==> src/rtl/deco_n_neg_scan_pkg.sv <==
// deco_pkg: shared types for the deco_n_neg_scan decoder.
//   mode_t  - encoding of the 2-bit mode input
//   state_t - controller states (IDLE, DIRECT, SCAN, SWEEP)
package deco_pkg;

    typedef enum logic [1:0] {
        MODE_DIRECT = 2'b00,
        MODE_SCAN   = 2'b01,
        MODE_SWEEP  = 2'b10,
        MODE_RSVD   = 2'b11
    } mode_t;

    typedef enum logic [1:0] {
        IDLE   = 2'd0,
        DIRECT = 2'd1,
        SCAN   = 2'd2,
        SWEEP  = 2'd3
    } state_t;

endpackage

==> src/rtl/deco_n_neg_scan_dwell_tick.sv <==
// dwell_tick: counts 0..DWELL-1 while en is high and pulses tick on the
// terminal count. clr (or reset) returns the count to 0.
//   clk   in  clock
//   reset in  synchronous active-high reset
//   clr   in  synchronous clear, priority over en
//   en    in  count enable
//   tick  out high in the cycle the count sits at DWELL-1 with en high
module dwell_tick #(
    parameter int DWELL = 4
) (
    input  logic clk,
    input  logic reset,
    input  logic clr,
    input  logic en,
    output logic tick
);
    localparam int CW = $clog2(DWELL + 1);
    localparam logic [CW-1:0] LAST = CW'(DWELL - 1);

    logic [CW-1:0] cnt_reg;

    always_ff @(posedge clk) begin
        if (reset || clr) begin
            cnt_reg <= '0;
        end else if (en) begin
            cnt_reg <= (cnt_reg == LAST) ? '0 : cnt_reg + CW'(1);
        end
    end

    assign tick = en && !clr && (cnt_reg == LAST);

endmodule

==> src/rtl/deco_n_neg_scan.sv <==
// deco_n_neg_scan: registered SEL_W -> 2**SEL_W active-low one-hot decoder
// with direct, continuous-scan and single-sweep modes.
//   clk     in  clock
//   reset   in  synchronous active-high reset
//   eneable in  enable; low forces all lines inactive and returns to IDLE
//   mode    in  00 direct, 01 scan, 10 sweep, 11 treated as direct
//   a       in  select for direct mode
//   start   in  launches a sweep when mode is 10 and no sweep is running
//   dn      out active-low one-hot strobes (registered)
//   idx     out index of the low line (0 when none)
//   busy    out sweep in progress
//   done    out one-cycle pulse when a sweep completes
module deco_n_neg_scan
    import deco_pkg::*;
#(
    parameter int SEL_W = 2,
    parameter int DWELL = 4
) (
    input  logic                  clk,
    input  logic                  reset,
    input  logic                  eneable,
    input  logic [1:0]            mode,
    input  logic [SEL_W-1:0]      a,
    input  logic                  start,
    output logic [(2**SEL_W)-1:0] dn,
    output logic [SEL_W-1:0]      idx,
    output logic                  busy,
    output logic                  done
);
    localparam int OUTS = 2**SEL_W;
    localparam logic [SEL_W-1:0] LAST_IDX = SEL_W'(OUTS - 1);

    mode_t  mode_in;
    state_t state_reg, state_next, sel_state;

    logic [OUTS-1:0]  dn_reg, line_dec;
    logic [SEL_W-1:0] idx_reg, idx_next;
    logic             busy_reg, busy_next;
    logic             done_reg, done_next;
    logic             lit_next;
    logic             cnt_en, tick;

    assign mode_in = mode_t'(mode);

    always_comb begin
        case (mode_in)
            MODE_SCAN:  sel_state = SCAN;
            MODE_SWEEP: sel_state = IDLE;
            default:    sel_state = DIRECT;
        endcase
    end

    // The dwell counter only runs while a scan or sweep is continuing; any
    // entry, exit or disable leaves it cleared. In the completion cycle of a
    // sweep (done_reg high) a following scan is treated as a fresh entry so
    // line 0 still gets its full dwell.
    assign cnt_en = eneable &&
                    ((state_reg == SWEEP) ||
                     (state_reg == SCAN && !done_reg && mode_in == MODE_SCAN));

    dwell_tick #(
        .DWELL(DWELL)
    ) u_dwell (
        .clk  (clk),
        .reset(reset),
        .clr  (!cnt_en),
        .en   (cnt_en),
        .tick (tick)
    );

    always_comb begin
        state_next = IDLE;
        idx_next   = '0;
        lit_next   = 1'b0;
        busy_next  = 1'b0;
        done_next  = 1'b0;
        if (!eneable) begin
            // defaults: all lines off, IDLE
        end else if (state_reg == SWEEP) begin
            if (tick && idx_reg == LAST_IDX) begin
                done_next  = 1'b1;
                state_next = sel_state;
            end else begin
                state_next = SWEEP;
                busy_next  = 1'b1;
                lit_next   = 1'b1;
                idx_next   = tick ? idx_reg + SEL_W'(1) : idx_reg;
            end
        end else if (mode_in == MODE_SWEEP && start) begin
            state_next = SWEEP;
            busy_next  = 1'b1;
            lit_next   = 1'b1;
        end else begin
            state_next = sel_state;
            case (sel_state)
                SCAN: begin
                    lit_next = 1'b1;
                    // idx wraps OUTS-1 -> 0 through natural overflow
                    if (cnt_en) begin
                        idx_next = tick ? idx_reg + SEL_W'(1) : idx_reg;
                    end
                end
                DIRECT: begin
                    lit_next = 1'b1;
                    idx_next = a;
                end
                default: ;
            endcase
        end
    end

    // Inline active-low decode of the next index.
    for (genvar gi = 0; gi < OUTS; gi++) begin : g_dec
        assign line_dec[gi] = (idx_next != SEL_W'(gi));
    end

    always_ff @(posedge clk) begin
        if (reset) begin
            state_reg <= IDLE;
            dn_reg    <= '1;
            idx_reg   <= '0;
            busy_reg  <= 1'b0;
            done_reg  <= 1'b0;
        end else begin
            state_reg <= state_next;
            dn_reg    <= lit_next ? line_dec : '1;
            idx_reg   <= idx_next;
            busy_reg  <= busy_next;
            done_reg  <= done_next;
        end
    end

    assign dn   = dn_reg;
    assign idx  = idx_reg;
    assign busy = busy_reg;
    assign done = done_reg;

endmodule
==> config.mk <==
export PLATFORM = sky130hd
export DESIGN_NAME = deco_n_neg_scan
export DESIGN_NICKNAME = d
export VERILOG_FILES = /design/src/rtl/deco_n_neg_scan_pkg.sv /design/src/rtl/deco_n_neg_scan_dwell_tick.sv /design/src/rtl/deco_n_neg_scan.sv
export SDC_FILE = /design/constraint.sdc
export NUM_CORES = 1
export LEC_CHECK = 0
export ABC_AREA = 1
export BUFFER_PORTS_ARGS = -buffer_cell sky130_fd_sc_hd__buf_4
export CAP_MARGIN = 20
export CORE_AREA = 2 2 39 41
export CTS_BUF_LIST = sky130_fd_sc_hd__clkbuf_2
export CTS_CLUSTER_DIAMETER = 120
export DETAILED_ROUTE_END_ITERATION = 12
export DIE_AREA = 0 0 41 43
export PLACE_DENSITY_LB_ADDON = 0.1
export RECOVER_POWER = 50
export SYNTH_ARGS = -nofsm -noshare
export SYNTH_HDL_FRONTEND = slang
export SYNTH_HIERARCHICAL = 1
export SYNTH_SLANG_ARGS = --single-unit
==> constraint.sdc <==
create_clock -name clk -period 2.2 [get_ports clk]
set_input_delay 0.44 -clock clk [delete_from_list [all_inputs] [get_ports clk]]
set_output_delay 0.44 -clock clk [all_outputs]
set_load 0.1 [all_outputs]
* Word level (Yosys, flattened, before mapping)
Cells that the tools add are included.
** Word-level totals
- Register bits after elaboration :: 13
- Input port bits :: 8
- Output and inout port bits :: 8
- Word-level logic and storage cells :: 57
** Cells by class
- Add/subtract/negate cells :: 2
- Equal/unequal tests :: 11
- Mux-type cells :: 20
- Bitwise operators :: 3
- Reduce and logical (&&, ||, !) cells :: 15
** Operator list (number)
- 2-bit two-way mux :: 9
- 2-bit == test, second input constant :: 5
- 1-bit two-way mux :: 8
- 2-bit case mux with 2 select lines :: 2
- 1-bit logical AND :: 6
- 2-bit OR reduction :: 3
- 2-bit by 1-bit == test with 1-bit output, second input constant :: 2
- 2-bit inequality test, second input constant :: 2
- 3-bit by 1-bit adder with 3-bit output, second input constant :: 1
- 3-bit by 2-bit == test with 1-bit output, second input constant :: 1
- 3-bit two-way mux :: 1
- 1-bit inverter :: 3
- 3-bit OR reduction :: 1
- 2-bit by 1-bit adder with 2-bit output, second input constant :: 1
- 1-bit logical NOT :: 2
- 1-bit logical OR :: 2
- 2-bit by 1-bit inequality test with 1-bit output, second input constant :: 1
- 2-bit nonzero test :: 1

* Logic depth before layout (Yosys ltp)
- Depth after elaboration :: 13
- Mapped depth :: 16
- Depth with buffers taken out :: 16

* By module
The synthesis kept the hierarchy.
** By module, submodules not included
- deco_n_neg_scan :: times used 1, cells an instance 77, area an instance 551.8 um2
- dwell_tick :: times used 1, cells an instance 20, area an instance 143.9 um2

* Worst setup path before layout
Ideal clock, no wire load.
- Path kind :: reg-to-reg
- From :: register done_reg, in the netlist done
- To :: register dn_reg[2], in the netlist dn[2]
- Library setup time :: 0.117 ns
- Data arrival time :: 2.056 ns
- Data required time :: 2.083 ns
- Setup slack :: 0.027 ns
- Cell stages (with the launch flop) :: 12
- Path buffers :: 0
- Cell sequence :: dfxtp_1 > inv_1 > nand2_1 > a21oi_4 > inv_1 > nor3_1 > inv_1 > nand2_1 > nand2_1 > or2_1 > a21oi_1 > nand2_1
** On the way
- Word-level cells in the longest chain between the ends :: 13
- Elaborated cells on any way between the ends :: 20
** Ends and longest elaborated chain
- start, declared :: line deco_n_neg_scan.sv:39 : logic done_reg, done_next;
- start signal, assigned :: line deco_n_neg_scan.sv:129 : done_reg <= done_next;
- 1-bit logical NOT (*) :: line deco_n_neg_scan.sv:59 : (state_reg == SCAN && !done_reg && mode_in == MODE_SCAN));
- 1-bit logical AND (*) (2 in a row) :: line deco_n_neg_scan.sv:59
- 1-bit logical OR (*) :: line deco_n_neg_scan.sv:58 : ((state_reg == SWEEP) ||
- 1-bit logical AND (*) :: line deco_n_neg_scan.sv:57 : assign cnt_en = eneable &&
- via cnt_en :: line deco_n_neg_scan.sv:41 : logic cnt_en, tick;
- 1-bit logical AND (*) :: line deco_n_neg_scan_dwell_tick.sv:30 : assign tick = en && !clr && (cnt_reg == LAST);
- via tick :: line deco_n_neg_scan.sv:41
- 2-bit two-way mux :: line deco_n_neg_scan.sv:87, deco_n_neg_scan.sv:100
- 2-bit two-way mux :: line deco_n_neg_scan.sv:99 : if (cnt_en) begin
- 2-bit case mux with 2 select lines :: line deco_n_neg_scan.sv:95 : case (sel_state)
- 2-bit two-way mux :: line deco_n_neg_scan.sv:89 : end else if (mode_in == MODE_SWEEP && start) begin
- 2-bit two-way mux :: line deco_n_neg_scan.sv:79 : end else if (state_reg == SWEEP) begin
- 2-bit two-way mux :: line deco_n_neg_scan.sv:77 : if (!eneable) begin
- 2-bit inequality test :: line deco_n_neg_scan.sv:114 : assign line_dec[gi] = (idx_next != SEL_W'(gi));
- end signal, assigned :: line deco_n_neg_scan.sv:126 : dn_reg <= lit_next ? line_dec : '1;
- end, declared :: line deco_n_neg_scan.sv:36 : logic [OUTS-1:0] dn_reg, line_dec;
Mark *: on every way through the listed nets, which the timed path passes. The rest lies on a longest branch.
A chain may end at the register's enable or synchronous reset.

* Worst setup path after layout
- From :: input port mode[1]
- To :: register dn_reg[0], in the netlist dn[0]
** On the way
- Word-level cells in the longest chain between the ends :: 12
- Elaborated cells on any way between the ends :: 27
** Ends and longest elaborated chain
- start, declared :: line deco_n_neg_scan.sv:22 : input logic [1:0] mode,
- 2-bit by 1-bit == test with 1-bit output (*) :: line deco_n_neg_scan.sv:59
- 1-bit logical AND (*) :: line deco_n_neg_scan.sv:59
- 1-bit logical OR (*) :: line deco_n_neg_scan.sv:58
- 1-bit logical AND (*) :: line deco_n_neg_scan.sv:57
- via cnt_en :: line deco_n_neg_scan.sv:41
- 1-bit logical AND (*) :: line deco_n_neg_scan_dwell_tick.sv:30
- via tick :: line deco_n_neg_scan.sv:41
- 2-bit two-way mux :: line deco_n_neg_scan.sv:87, deco_n_neg_scan.sv:100
- 2-bit two-way mux :: line deco_n_neg_scan.sv:99
- 2-bit case mux with 2 select lines :: line deco_n_neg_scan.sv:95
- 2-bit two-way mux :: line deco_n_neg_scan.sv:89
- 2-bit two-way mux :: line deco_n_neg_scan.sv:79
- 2-bit two-way mux :: line deco_n_neg_scan.sv:77
- 2-bit nonzero test :: line deco_n_neg_scan.sv:114
Marked as above.

==> results.toml <==
[place]
gp_congestion = 0.827
hpwl_mm = 1.05
place_area_um2 = 843
pre_cts_slack_ns = 0.0111
portBuffers = 15

[critical_path]
cp_cell_sequence = "clkbuf_1 > inv_1 > ha_1 > nand2_1 > a21oi_4 > inv_1 > nor3_1 > buf_4 > nand2_1 > nand3_1 > nor2_1 > nor2_2 > nand2_1 > a21boi_1 > nand2_1"
rrSetupSlack_ns = 0.46
end_kind = "register"
start_kind = "input pin"
reg2reg_depth = 12
slowest_delay_ns = 0.17
critical_path_arrival_ns = 2.07
slowest_stage = "a21boi_1"
r2r-start = "state_reg[1]"
cp_common_cell = "nand2_1"
worst-path-max-fanout = 4
path_class = "in -> reg"
cp.required_ns = 2.37
r2r_end = "dn[0]"

[final_layout]
multiInputGateArea_um2 = 368
final_util_pct = 60.3
syn_to_final_growth_pct = 20.0
final_area_um2 = 835
ff_latch_area_um2 = 260
nFillCells = 139
nets = 133
num_antenna_cells = 0
largest_reg_flops = 4
drive_gt1_share_pct = 22.9

[yosys]
syn_avg_cell_area_um2 = 7.17
synth-compound-area-share_pct = 11.9
netlist_top_cells_count = "28 x nand2_1, 16 x inv_1, 13 x dfxtp_1, 9 x nor2_1, 6 x ha_1"
synth_cell_types = 19
synth-edff-count = 0
ys.flop_type = "dfxtp_1"
ys_ff_latch = 13
syn-cell-area_um2 = 696
synthMuxAreaShare_pct = 0
synthSimpleGateAreaFrac_pct = 30.2
mappedNetlistNets = 111
yosysTopAreaCell = "dfxtp_1"
async_flop_share_pct = 0
synth_area_leaders = "dfxtp_1 37%, nand2_1 15%, ha_1 11%"
ys_warn_count = 6
synthCells = 97
synth_fa_ha_area_share_pct = 10.8
netlist.area_leader.share_pct = 37.4
synthXorXnorAreaFrac_pct = 0
seq_area_frac_synth_pct = 37.4
synth.most_common_cell = "nand2_1"
synth_top_family_by_area = "simple AND/OR/NAND/NOR gates"

[floorplanning]
fp-row-count = 14
start_util_pct = 50.3
die_area_um2 = 1760
core-area_um2 = 1380
die_h_um = 43
dieWidth_um = 41
ios = 16

[clock_network]
htreeDepth = 1
cts_setup_buffers = 0
cts_made_buffers = 3
cts_hold_buf = 0
cts_root_buf = "clkbuf_2"
clock_latency_ns = 0.26
numClockSinks = 13
cts_tree = "yes"
clk_pin_slew_ns = 0.12
cts_repair_resize_count = 0
cts_buffer_depth = 2

[power_and_ir_drop]
p_per_area_nw_per_um2 = 530
p_leak_nw = 0.380
ir_drop_v = 0.000276

[detailed_routing]
detail-route-antenna-nets = 0
wl_per_cell_um = 9.30
post-route-drc-count = 0
wirelength_mm = 1.25
vias = 623
drt_iter0_drc = 10
via_per_inst = 4.65
drt-pass1-iter-count = 4

[global_route]
grt_first_pass_wirelength_mm = 2.15
globalRouteTotalUtil_pct = 18.0
antenna_found_initial = 0
grt_pass1_vias = 551
grt_max_degree = 8
gr-total-overflow = 0

[min_path]
min_to = "idx[1]"
hold_class = "in -> reg"
min_delay_path_depth = 2
hp-start = "reset"

[sta]
whs_ns = 0.353
drv_slew = 0
maxSlewHeadroom_pct = 22.9
rsz0062_at_grt = "no"
finalCritPeriodShare_pct = 86.4
timing.final.ws_setup_ns = 0.298
finalCriticalPeriod_ns = 1.90
fin_tns_setup_ns = 0
fin_skew_ns = 0.000409
worstMarginPinSlew_ns = 1.16
max_freq_mhz = 526
finalSetupViolCount = 0
finalHoldViolCount = 0

[flow_run]
cap_violations = 0

[outcome]
status = "finished, final reports clean"
## worst max path at each step
stage               cells past startpoint  slack [ns]     from  endpoint
floorplan                              11        0.03     done     dn[2]
global placement                       14        0.06  mode[1]     dn[2]
detailed placement                     15        0.01  mode[1]     dn[0]
CTS                                    15        0.29  mode[1]     dn[0]
global route                           15        0.06  mode[1]     dn[2]
finish                                 15        0.30  mode[1]     dn[0]
## stage by stage
step           std cells  power, mW
3_5_place_dp         130      0.330
4_1_cts              134      0.450
2_1_floorplan         97      0.305
3_3_place_gp         130      0.329
6_report             134      0.443
5_1_grt              134      0.465
## worst max-delay path, delay by kind of cell
| family | cells | cell delay (ns) |
|---|---|---|
| simple gates | 8 | 0.75 |
| fa+ha+maj | 1 | 0.16 |
| compound gates | 2 | 0.32 |
| buf+inv | 4 | 0.40 |
## power by group
group,switching (mW),internal (mW)
sequential,0.00280,0.241
clock,0.0734,0.0482
combinational,0.0549,0.0227
total,0.131,0.312
## area by class of cell
type / count / area share, %
clock buffers: 4 / 2.40
inverters: 18 / 8.10
multi-input cells: 66 / 44.1
flip-flops and latches: 13 / 31.2
well taps: 16 / 2.40
repair buffers: 17 / 11.8
## metal layers
layer | routed length [um] | vias up | track usage [%] | share of wire [%]
li1 | - | 341 | - | -
met1 | 579 | 258 | 21.2 | 46
met2 | 585 | 22 | 29.1 | 47
met3 | 72 | 2 | 4.71 | 5.8
met4 | 9 | 0 | 8.00 | 0.72
met5 | 0 | - | 0 | 0
## cell families after synthesis
group	after synthesis
adder cells (fa/ha/maj)	6
AND/OR/NAND/NOR	49
flip-flops	13
buffers and inverters	18
AO/OA/AOI/OAI	11
## placed cells by master (no fill, tap or decap), types with 3 or more instances in the layout
cell      Yosys  final
clkbuf_1      0      5
clkbuf_2      0      8
dfxtp_1      13     13
buf_4         0      8
inv_1        16     16
nand2_1      28     28
nor2_1        9      9
ha_1          6      6
nand3_1       3      3
a21oi_1       3      3
nor2_2        4      4
Note: power is estimated with default switching activity, not from simulation.
